**config.mk**
```make
export PLATFORM = sky130hd
export DESIGN_NAME = top_design
export DESIGN_NICKNAME = d
export VERILOG_FILES = /design/src/rtl/top_design_pkg.sv /design/src/rtl/top_design_fp_normalizer.sv /design/src/rtl/top_design.sv
export SDC_FILE = /design/constraint.sdc
export NUM_CORES = 1
export LEC_CHECK = 0
export CAP_MARGIN = 5
export CORE_MARGIN = 1.5
export CORE_UTILIZATION = 39
export DETAILED_ROUTE_END_ITERATION = 8
export PLACE_DENSITY = 0.67
export SYNTH_ARGS = -nofsm -noshare
export SYNTH_HDL_FRONTEND = slang
export SYNTH_HIERARCHICAL = 1
export SYNTH_SLANG_ARGS = --single-unit
```
**constraint.sdc**
```tcl
create_clock -name clk -period 11 [get_ports clk]
set_input_delay 2.2 -clock clk [delete_from_list [all_inputs] [get_ports clk]]
set_output_delay 2.2 -clock clk [all_outputs]
set_load 0.02 [all_outputs]
```
**src/rtl/top_design_pkg.sv**
```systemverilog
`default_nettype none
// ============================================================================
// Module      : top_design_pkg
// Description : Shared types and constants for the pipelined FP32
//               adder/subtractor (operand format, special values and the
//               per-stage pipeline register layouts).
// Revision    : 1.0 - initial release
// ============================================================================
package top_design_pkg;

    localparam int          BIAS    = 127;
    localparam int          EXP_MAX = 255;
    localparam logic [31:0] QNAN    = 32'h7FC00000;

    // IEEE-754 single-precision field layout
    typedef struct packed {
        logic        sign;
        logic [7:0]  exponent;
        logic [22:0] fraction;
    } fp32_t;

    // Captured operands (input register)
    typedef struct packed {
        logic  op;
        fp32_t a;
        fp32_t b;
    } s0_t;

    // After unpack/swap: larger operand first, exponent difference ready
    typedef struct packed {
        logic        special;
        logic [31:0] special_val;
        logic        sign;
        logic        sub;
        logic [7:0]  exp;
        logic [23:0] man_l;
        logic [23:0] man_s;
        logic [7:0]  ediff;
    } s1_t;

    // After alignment and add/subtract: {carry, hidden, frac[22:0], G, R, S}
    typedef struct packed {
        logic        special;
        logic [31:0] special_val;
        logic        sign;
        logic [7:0]  exp;
        logic [27:0] sum;
    } s2_t;

    // After normalization: {hidden, frac[22:0], G, R, S}
    typedef struct packed {
        logic        special;
        logic [31:0] special_val;
        logic        zero;
        logic        sign;
        logic [9:0]  exp;
        logic [26:0] mant;
    } s3_t;

    // Real-valued exponent of a normal number (used when reasoning about ranges)
    function automatic int unbiased_exp(input logic [7:0] e);
        return int'(e) - BIAS;
    endfunction

endpackage : top_design_pkg
`default_nettype wire

```
**src/rtl/top_design_fp_normalizer.sv**
```systemverilog
`default_nettype none
// ============================================================================
// Module      : fp_normalizer
// Description : Leading-zero count over a 27-bit mantissa/GRS vector and the
//               matching left shift that brings the leading one to bit 26.
//               An all-zero input reports a count of 27 and a zero output.
// Revision    : 1.0 - initial release
// ============================================================================
module fp_normalizer (
    input  logic [26:0] i_val,
    output logic [4:0]  o_lzc,
    output logic [26:0] o_val
);

    // Highest set bit wins: later (higher) iterations override lower ones
    always_comb begin
        o_lzc = 5'd27;
        for (int i = 0; i < 27; i++) begin
            if (i_val[i]) begin
                o_lzc = 5'(26 - i);
            end
        end
        o_val = i_val << o_lzc;
    end

endmodule : fp_normalizer
`default_nettype wire

```
**src/rtl/top_design.sv**
```systemverilog
`default_nettype none
// ============================================================================
// Module      : top_design
// Description : 4-stage pipelined IEEE-754 single-precision adder/subtractor.
//               S1 unpack/swap, S2 align + add/sub, S3 normalize, S4 round
//               to nearest-even and pack into numar. Subnormals are flushed
//               to zero on input and output.
// Config      : TOP_DESIGN_VALID_OUT_EN - adds the numar_valid output pulse.
// Revision    : 1.0 - initial release
// ============================================================================
module top_design
    import top_design_pkg::*;
#(
    parameter int EXP_W = 8,
    parameter int MAN_W = 23
) (
    input  logic                   clk,
    input  logic                   reset,
    input  logic                   load,
    input  logic                   op,
    input  logic [EXP_W+MAN_W:0]   numar1,
    input  logic [EXP_W+MAN_W:0]   numar2,
    output logic [EXP_W+MAN_W:0]   numar
`ifdef TOP_DESIGN_VALID_OUT_EN
    ,
    output logic                   numar_valid
`endif
);

    logic        r_v0, r_v1, r_v2, r_v3;
    s0_t         r_s0;
    s1_t         r_s1;
    s2_t         r_s2;
    s3_t         r_s3;
    logic [31:0] r_numar;

    // ------------------------------------------------------------------
    // S1: unpack, flush subnormals, resolve specials, swap, exp difference
    // ------------------------------------------------------------------
    fp32_t       w_a, w_b;
    logic        w_a_nan, w_b_nan, w_a_inf, w_b_inf, w_a_zero, w_b_zero;
    logic [23:0] w_ma, w_mb;
    logic        w_swap;
    logic        w_special;
    logic [31:0] w_special_val;
    s1_t         w_s1;

    assign w_a = r_s0.a;
    assign w_b = '{sign: r_s0.b.sign ^ r_s0.op, exponent: r_s0.b.exponent,
                   fraction: r_s0.b.fraction};

    assign w_a_zero = (w_a.exponent == 8'd0);
    assign w_b_zero = (w_b.exponent == 8'd0);
    assign w_a_nan  = (w_a.exponent == 8'(EXP_MAX)) && (w_a.fraction != 23'd0);
    assign w_b_nan  = (w_b.exponent == 8'(EXP_MAX)) && (w_b.fraction != 23'd0);
    assign w_a_inf  = (w_a.exponent == 8'(EXP_MAX)) && (w_a.fraction == 23'd0);
    assign w_b_inf  = (w_b.exponent == 8'(EXP_MAX)) && (w_b.fraction == 23'd0);
    assign w_ma     = w_a_zero ? 24'd0 : {1'b1, w_a.fraction};
    assign w_mb     = w_b_zero ? 24'd0 : {1'b1, w_b.fraction};
    assign w_swap   = {w_b.exponent, w_mb} > {w_a.exponent, w_ma};

    // Special results bypass the arithmetic path; two zeros keep the AND of signs
    always_comb begin
        w_special     = w_a_nan | w_b_nan | w_a_inf | w_b_inf | (w_a_zero & w_b_zero);
        w_special_val = {w_a.sign & w_b.sign, 31'd0};
        if (w_a_nan || w_b_nan || (w_a_inf && w_b_inf && (w_a.sign != w_b.sign))) begin
            w_special_val = QNAN;
        end else if (w_a_inf) begin
            w_special_val = {w_a.sign, 8'hFF, 23'd0};
        end else if (w_b_inf) begin
            w_special_val = {w_b.sign, 8'hFF, 23'd0};
        end
    end

    // Order the operands so the larger magnitude drives sign and exponent
    always_comb begin
        w_s1.special     = w_special;
        w_s1.special_val = w_special_val;
        w_s1.sub         = w_a.sign ^ w_b.sign;
        if (w_swap) begin
            w_s1.sign  = w_b.sign;
            w_s1.exp   = w_b.exponent;
            w_s1.man_l = w_mb;
            w_s1.man_s = w_ma;
            w_s1.ediff = w_b.exponent - w_a.exponent;
        end else begin
            w_s1.sign  = w_a.sign;
            w_s1.exp   = w_a.exponent;
            w_s1.man_l = w_ma;
            w_s1.man_s = w_mb;
            w_s1.ediff = w_a.exponent - w_b.exponent;
        end
    end

    // ------------------------------------------------------------------
    // S2: align smaller mantissa with G/R/S, then add or subtract
    // ------------------------------------------------------------------
    logic [49:0] w_ext;
    logic        w_far;
    logic [26:0] w_small, w_large;
    s2_t         w_s2;

    assign w_ext   = {r_s1.man_s, 26'd0} >> r_s1.ediff;
    // Beyond 26 positions every bit of the smaller mantissa lands in sticky
    assign w_far   = (r_s1.ediff > 8'd26);
    assign w_small = w_far ? {26'd0, |r_s1.man_s} : {w_ext[49:24], |w_ext[23:0]};
    assign w_large = {r_s1.man_l, 3'b000};

    always_comb begin
        w_s2.special     = r_s1.special;
        w_s2.special_val = r_s1.special_val;
        w_s2.sign        = r_s1.sign;
        w_s2.exp         = r_s1.exp;
        w_s2.sum         = r_s1.sub ? ({1'b0, w_large} - {1'b0, w_small})
                                    : ({1'b0, w_large} + {1'b0, w_small});
    end

    // ------------------------------------------------------------------
    // S3: normalize (carry right-shift or leading-zero left-shift)
    // ------------------------------------------------------------------
    logic [4:0]  w_lzc;
    logic [26:0] w_norm;
    logic [9:0]  w_exp_n;
    logic        w_uflow;
    s3_t         w_s3;

    fp_normalizer u_norm (
        .i_val (r_s2.sum[26:0]),
        .o_lzc (w_lzc),
        .o_val (w_norm)
    );

    assign w_exp_n = r_s2.sum[27] ? ({2'b00, r_s2.exp} + 10'd1)
                                  : ({2'b00, r_s2.exp} - {5'd0, w_lzc});
    assign w_uflow = ($signed(w_exp_n) < $signed(10'd1));

    // Exact cancellation and subnormal results both become +0 downstream
    always_comb begin
        w_s3.special     = r_s2.special;
        w_s3.special_val = r_s2.special_val;
        w_s3.zero        = (r_s2.sum == 28'd0) | w_uflow;
        w_s3.sign        = r_s2.sign;
        w_s3.exp         = w_exp_n;
        w_s3.mant        = r_s2.sum[27] ? {r_s2.sum[27:2], r_s2.sum[1] | r_s2.sum[0]}
                                        : w_norm;
    end

    // ------------------------------------------------------------------
    // S4: round to nearest-even, detect overflow, pack
    // ------------------------------------------------------------------
    logic        w_round_up;
    logic [24:0] w_m25;
    logic [9:0]  w_exp_f;
    logic [22:0] w_frac;
    logic [31:0] w_result;

    assign w_round_up = r_s3.mant[2] & (r_s3.mant[1] | r_s3.mant[0] | r_s3.mant[3]);
    assign w_m25      = {1'b0, r_s3.mant[26:3]} + {24'd0, w_round_up};
    assign w_exp_f    = r_s3.exp + {9'd0, w_m25[24]};
    assign w_frac     = w_m25[24] ? w_m25[23:1] : w_m25[22:0];

    always_comb begin
        w_result = {r_s3.sign, w_exp_f[7:0], w_frac};
        if (r_s3.special) begin
            w_result = r_s3.special_val;
        end else if (r_s3.zero) begin
            w_result = 32'd0;
        end else if (w_exp_f >= 10'(EXP_MAX)) begin
            w_result = {r_s3.sign, 8'hFF, 23'd0};
        end
    end

    // Valid flags and the result register clear asynchronously
    always_ff @(posedge clk or negedge reset) begin
        if (!reset) begin
            r_v0    <= 1'b0;
            r_v1    <= 1'b0;
            r_v2    <= 1'b0;
            r_v3    <= 1'b0;
            r_numar <= 32'd0;
        end else begin
            r_v0 <= load;
            r_v1 <= r_v0;
            r_v2 <= r_v1;
            r_v3 <= r_v2;
            if (r_v3) begin
                r_numar <= w_result;
            end
        end
    end

    // Pipeline data registers advance every cycle and need no reset
    always_ff @(posedge clk) begin
        r_s0 <= '{op: op, a: fp32_t'(numar1), b: fp32_t'(numar2)};
        r_s1 <= w_s1;
        r_s2 <= w_s2;
        r_s3 <= w_s3;
    end

    assign numar = r_numar;

`ifdef TOP_DESIGN_VALID_OUT_EN
    logic r_out_valid;

    // One-cycle pulse following every update of numar
    always_ff @(posedge clk or negedge reset) begin
        if (!reset) begin
            r_out_valid <= 1'b0;
        end else begin
            r_out_valid <= r_v3;
        end
    end

    assign numar_valid = r_out_valid;
`endif

endmodule : top_design
`default_nettype wire

```
==> metrics.yaml <==
grt:
  grt_max_degree: 70
  grt_pass1_vias: 13200
  grt_pass1_wl_um: 71900
  antenna_found_initial: 0
  grt_use_total_pct: 22.0
  overflow: 0
sta:
  hold_ws_ns: 0.320
  setup_tns_ns: 0
  setup_viol: 0
  slew_headroom_pct: 36.5
  fin_ws_ns: 5.09
  fin_crit_ns: 5.91
  drv_slew: 0
  fin_crit_sh_pct: 53.7
  rsz0062_at_grt: "no"
  finClkSkew_ns: 0.0168
  finalHoldViolCount: 0
  worst_slew_pin_slew_ns: 0.953
  fmax_mhz: 169
critical_path:
  cp_slowest_cell: "dfxtp_1"
  cp_top_family: "compound AO/OA/AOI/OAI gates"
  worstReg2RegEnd: "r_s2[21]"
  path_class: "register to register"
  r2r_start: "r_s1[1]"
  slowest_delay_ns: 0.88
  arrival_ns: 6.38
  cp_cell_sequence: "nand2b_1 > o221ai_1 > a21boi_0 > a21oi_1 > nor2_1 > o21ai_0 > inv_1 > ha_1 > inv_1 > fa_1 > o21bai_1 > a21oi_1 > o31a_1 > o41a_1 > a311oi_1 > nor2_1 > o21ai_0 > a21boi_0 > o31ai_1 > nor4b_1 > a211oi_1"
  r2r_cells: 21
  cp-start-kind: "register"
  required_ns: 11.47
  rrSetupSlack_ns: 5.09
  end_kind: "register"
  path_buf_inv: 2
  path_max_fanout: 23
layout:
  antennaDiodeCount: 0
  synthToLayoutAreaGrowth_pct: 15.4
  drive_gt1_share_pct: 7.31
  final_common_cell: "dfxtp_1"
  fin_nets: 2045
  layout_common_cells: "dfxtp_1 (219), nand2_1 (172), nor2_1 (155)"
clock_network:
  cts_hold_buffers: 0
  htreeDepth: 1
  clk_path_buf_depth: 3
  cts.sinks: 255
  clk_pin_slew_ns: 0.06
  cts-root-buf: "clkbuf_16"
  cts_tree: "yes"
  cts_made_buffers: 27
  clock_latency_ns: 0.57
  cts_setup_buffers: 0
  cts-resized-gates: 0
power:
  total_power_mw: 3.89
  p_per_area_nw_per_um2: 219
  ir_worst_vdd_mv: 0.121
  power_leakage_nw: 7.72
floorplan:
  die_h_um: 202
  die_w_um: 202
  core_um2: 38800
  die_area_um2: 40700
  start_util_pct: 39.7
  rows: 72
  boundaryPins: 100
synth:
  synth_edf_count: 0
  syn-num-nets: 1980
  synth.distinct_cells: 91
  synth_area_um2: 15400
  syn_avg_cell_area_um2: 8.55
  syn_inst: 1803
  ys_seq_area_share_pct: 34.3
  yosysWarnings: 6
  ys_seq_elements: 255
  synthArstFlopShare_pct: 14.1
  synth_flop_cell: "dfxtp_1"
flow_run:
  drv_cap: 0
route:
  routed_wl_um: 46100
  drtIter0Drc: 893
  vias_per_cell: 5.70
  drcViolationCount: 0
  drt_first_pass_iters: 7
  ant_nets: 0
  post_drt_wl_per_cell_um: 19.2
  dr_total_vias: 13700
worst_hold_path:
  hold_class: "register to register"
  whs_endpoint: "r_s3[71]"
  hp-start: "r_s2[69]"
  hold_depth: 0
run_status:
  status: "finished, final reports clean"
place:
  port_buffers: 99
  dp_hpwl_um: 35900
  gp_congestion: 0.931
  pre_cts_slack_ns: 5.27
power breakdown:
part           total [mW]  switching (mW)  internal [mW]
clock               0.943           0.371          0.572
sequential           1.40           0.264           1.14
combinational        1.55           0.900          0.649
total                3.89            1.53           2.36
cells in the mapped netlist, types with 9 or more instances:
| master | instances | share of area (%) |
|---|---|---|
| dfxtp_1 | 219 | 28 |
| nand2_1 | 172 | 4.2 |
| nor2_1 | 155 | 3.8 |
| a21oi_1 | 113 | 3.7 |
| ha_1 | 105 | 8.5 |
| inv_1 | 99 | 2.4 |
| o21ai_0 | 99 | 3.2 |
| mux2i_1 | 63 | 4.1 |
| a21o_1 | 58 | 2.8 |
| clkbuf_1 | 57 | 1.4 |
| xnor2_1 | 43 | 2.4 |
| mux2_2 | 40 | 2.9 |
| nor4_1 | 38 | 1.5 |
| nand3_1 | 37 | 1.2 |
| dfrtp_1 | 36 | 5.8 |
| and2_1 | 35 | 1.4 |
| nand4_1 | 28 | 1.1 |
| xor2_1 | 26 | 1.5 |
| o2bb2ai_1 | 24 | 1.4 |
| nor3_1 | 23 | 0.75 |
| o221ai_1 | 18 | 1.0 |
| nor2b_1 | 17 | 0.69 |
| o22ai_1 | 16 | 0.65 |
| a211oi_1 | 15 | 0.73 |
| nand2b_1 | 15 | 0.61 |
| and3_1 | 14 | 0.57 |
| o31ai_1 | 13 | 0.63 |
| a31oi_1 | 12 | 0.49 |
| o21a_1 | 12 | 0.58 |
| a211o_1 | 11 | 0.62 |
| o211ai_1 | 11 | 0.54 |
| o21bai_1 | 11 | 0.54 |
| a22oi_1 | 10 | 0.49 |
| buf_1 | 10 | 0.24 |
| a221oi_1 | 9 | 0.51 |
| buf_2 | 9 | 0.29 |
| or3_1 | 9 | 0.37 |
final cells by class:
type,instances,area [um^2]
clock buffers,34,742
fillers,3779,21000
flip-flops and latches,255,5290
inverters,103,389
well taps,518,648
repair buffers,114,1100
multi-input cells,1367,9440
clock inverters,14,189
kinds of logic after synthesis:
kind of cell / count (synthesis) / synth area share, %
AOI/OAI and AO/OA: 509 / 22.5
xor gates and xnor gates: 69 / 3.92
adders and majority gates: 110 / 9.11
buffers and inverters: 181 / 4.57
DFF: 255 / 34.3
muxes: 109 / 7.84
and+or+nand+nor: 570 / 17.7
through the flow:
stage,instances,cell area [um^2],util [%]
final,2405,17800,45.8
after global routing,2405,17800,45.8
after CTS,2405,17800,45.8
after detailed placement,2357,16900,43.4
after global placement,2357,16900,43.4
after floorplan,1803,15400,-
state kept, by name, indices dropped and copies added (netlist names):
| register | count |
|---|---|
| r_v0 | 1 |
| r_s3 | 43 |
| r_v1 | 1 |
| r_v2 | 1 |
| numar | 32 |
| r_s1 | 70 |
| r_s2 | 41 |
| r_s0 | 65 |
| r_v3 | 1 |
layer usage:
metal,part of all wire (%),global-route usage (%),up-vias
li1,-,-,6641
met1,43,27.3,6514
met2,49,38.6,444
met3,4.1,2.18,103
met4,4.1,9.33,0
met5,0,0,-
worst max-delay path by stage:
stage | startpoint | endpoint | depth (start not counted)
floorplan | r_s1[0] | r_s2[21] | 23
global placement | r_s1[1] | r_s2[21] | 22
detailed placement | r_s1[1] | r_s2[21] | 21
CTS | r_s1[1] | r_s2[21] | 21
global route | r_s1[1] | r_s2[21] | 21
finish | r_s1[1] | r_s2[21] | 21
No activity file was read; power rests on OpenSTA's default activity.
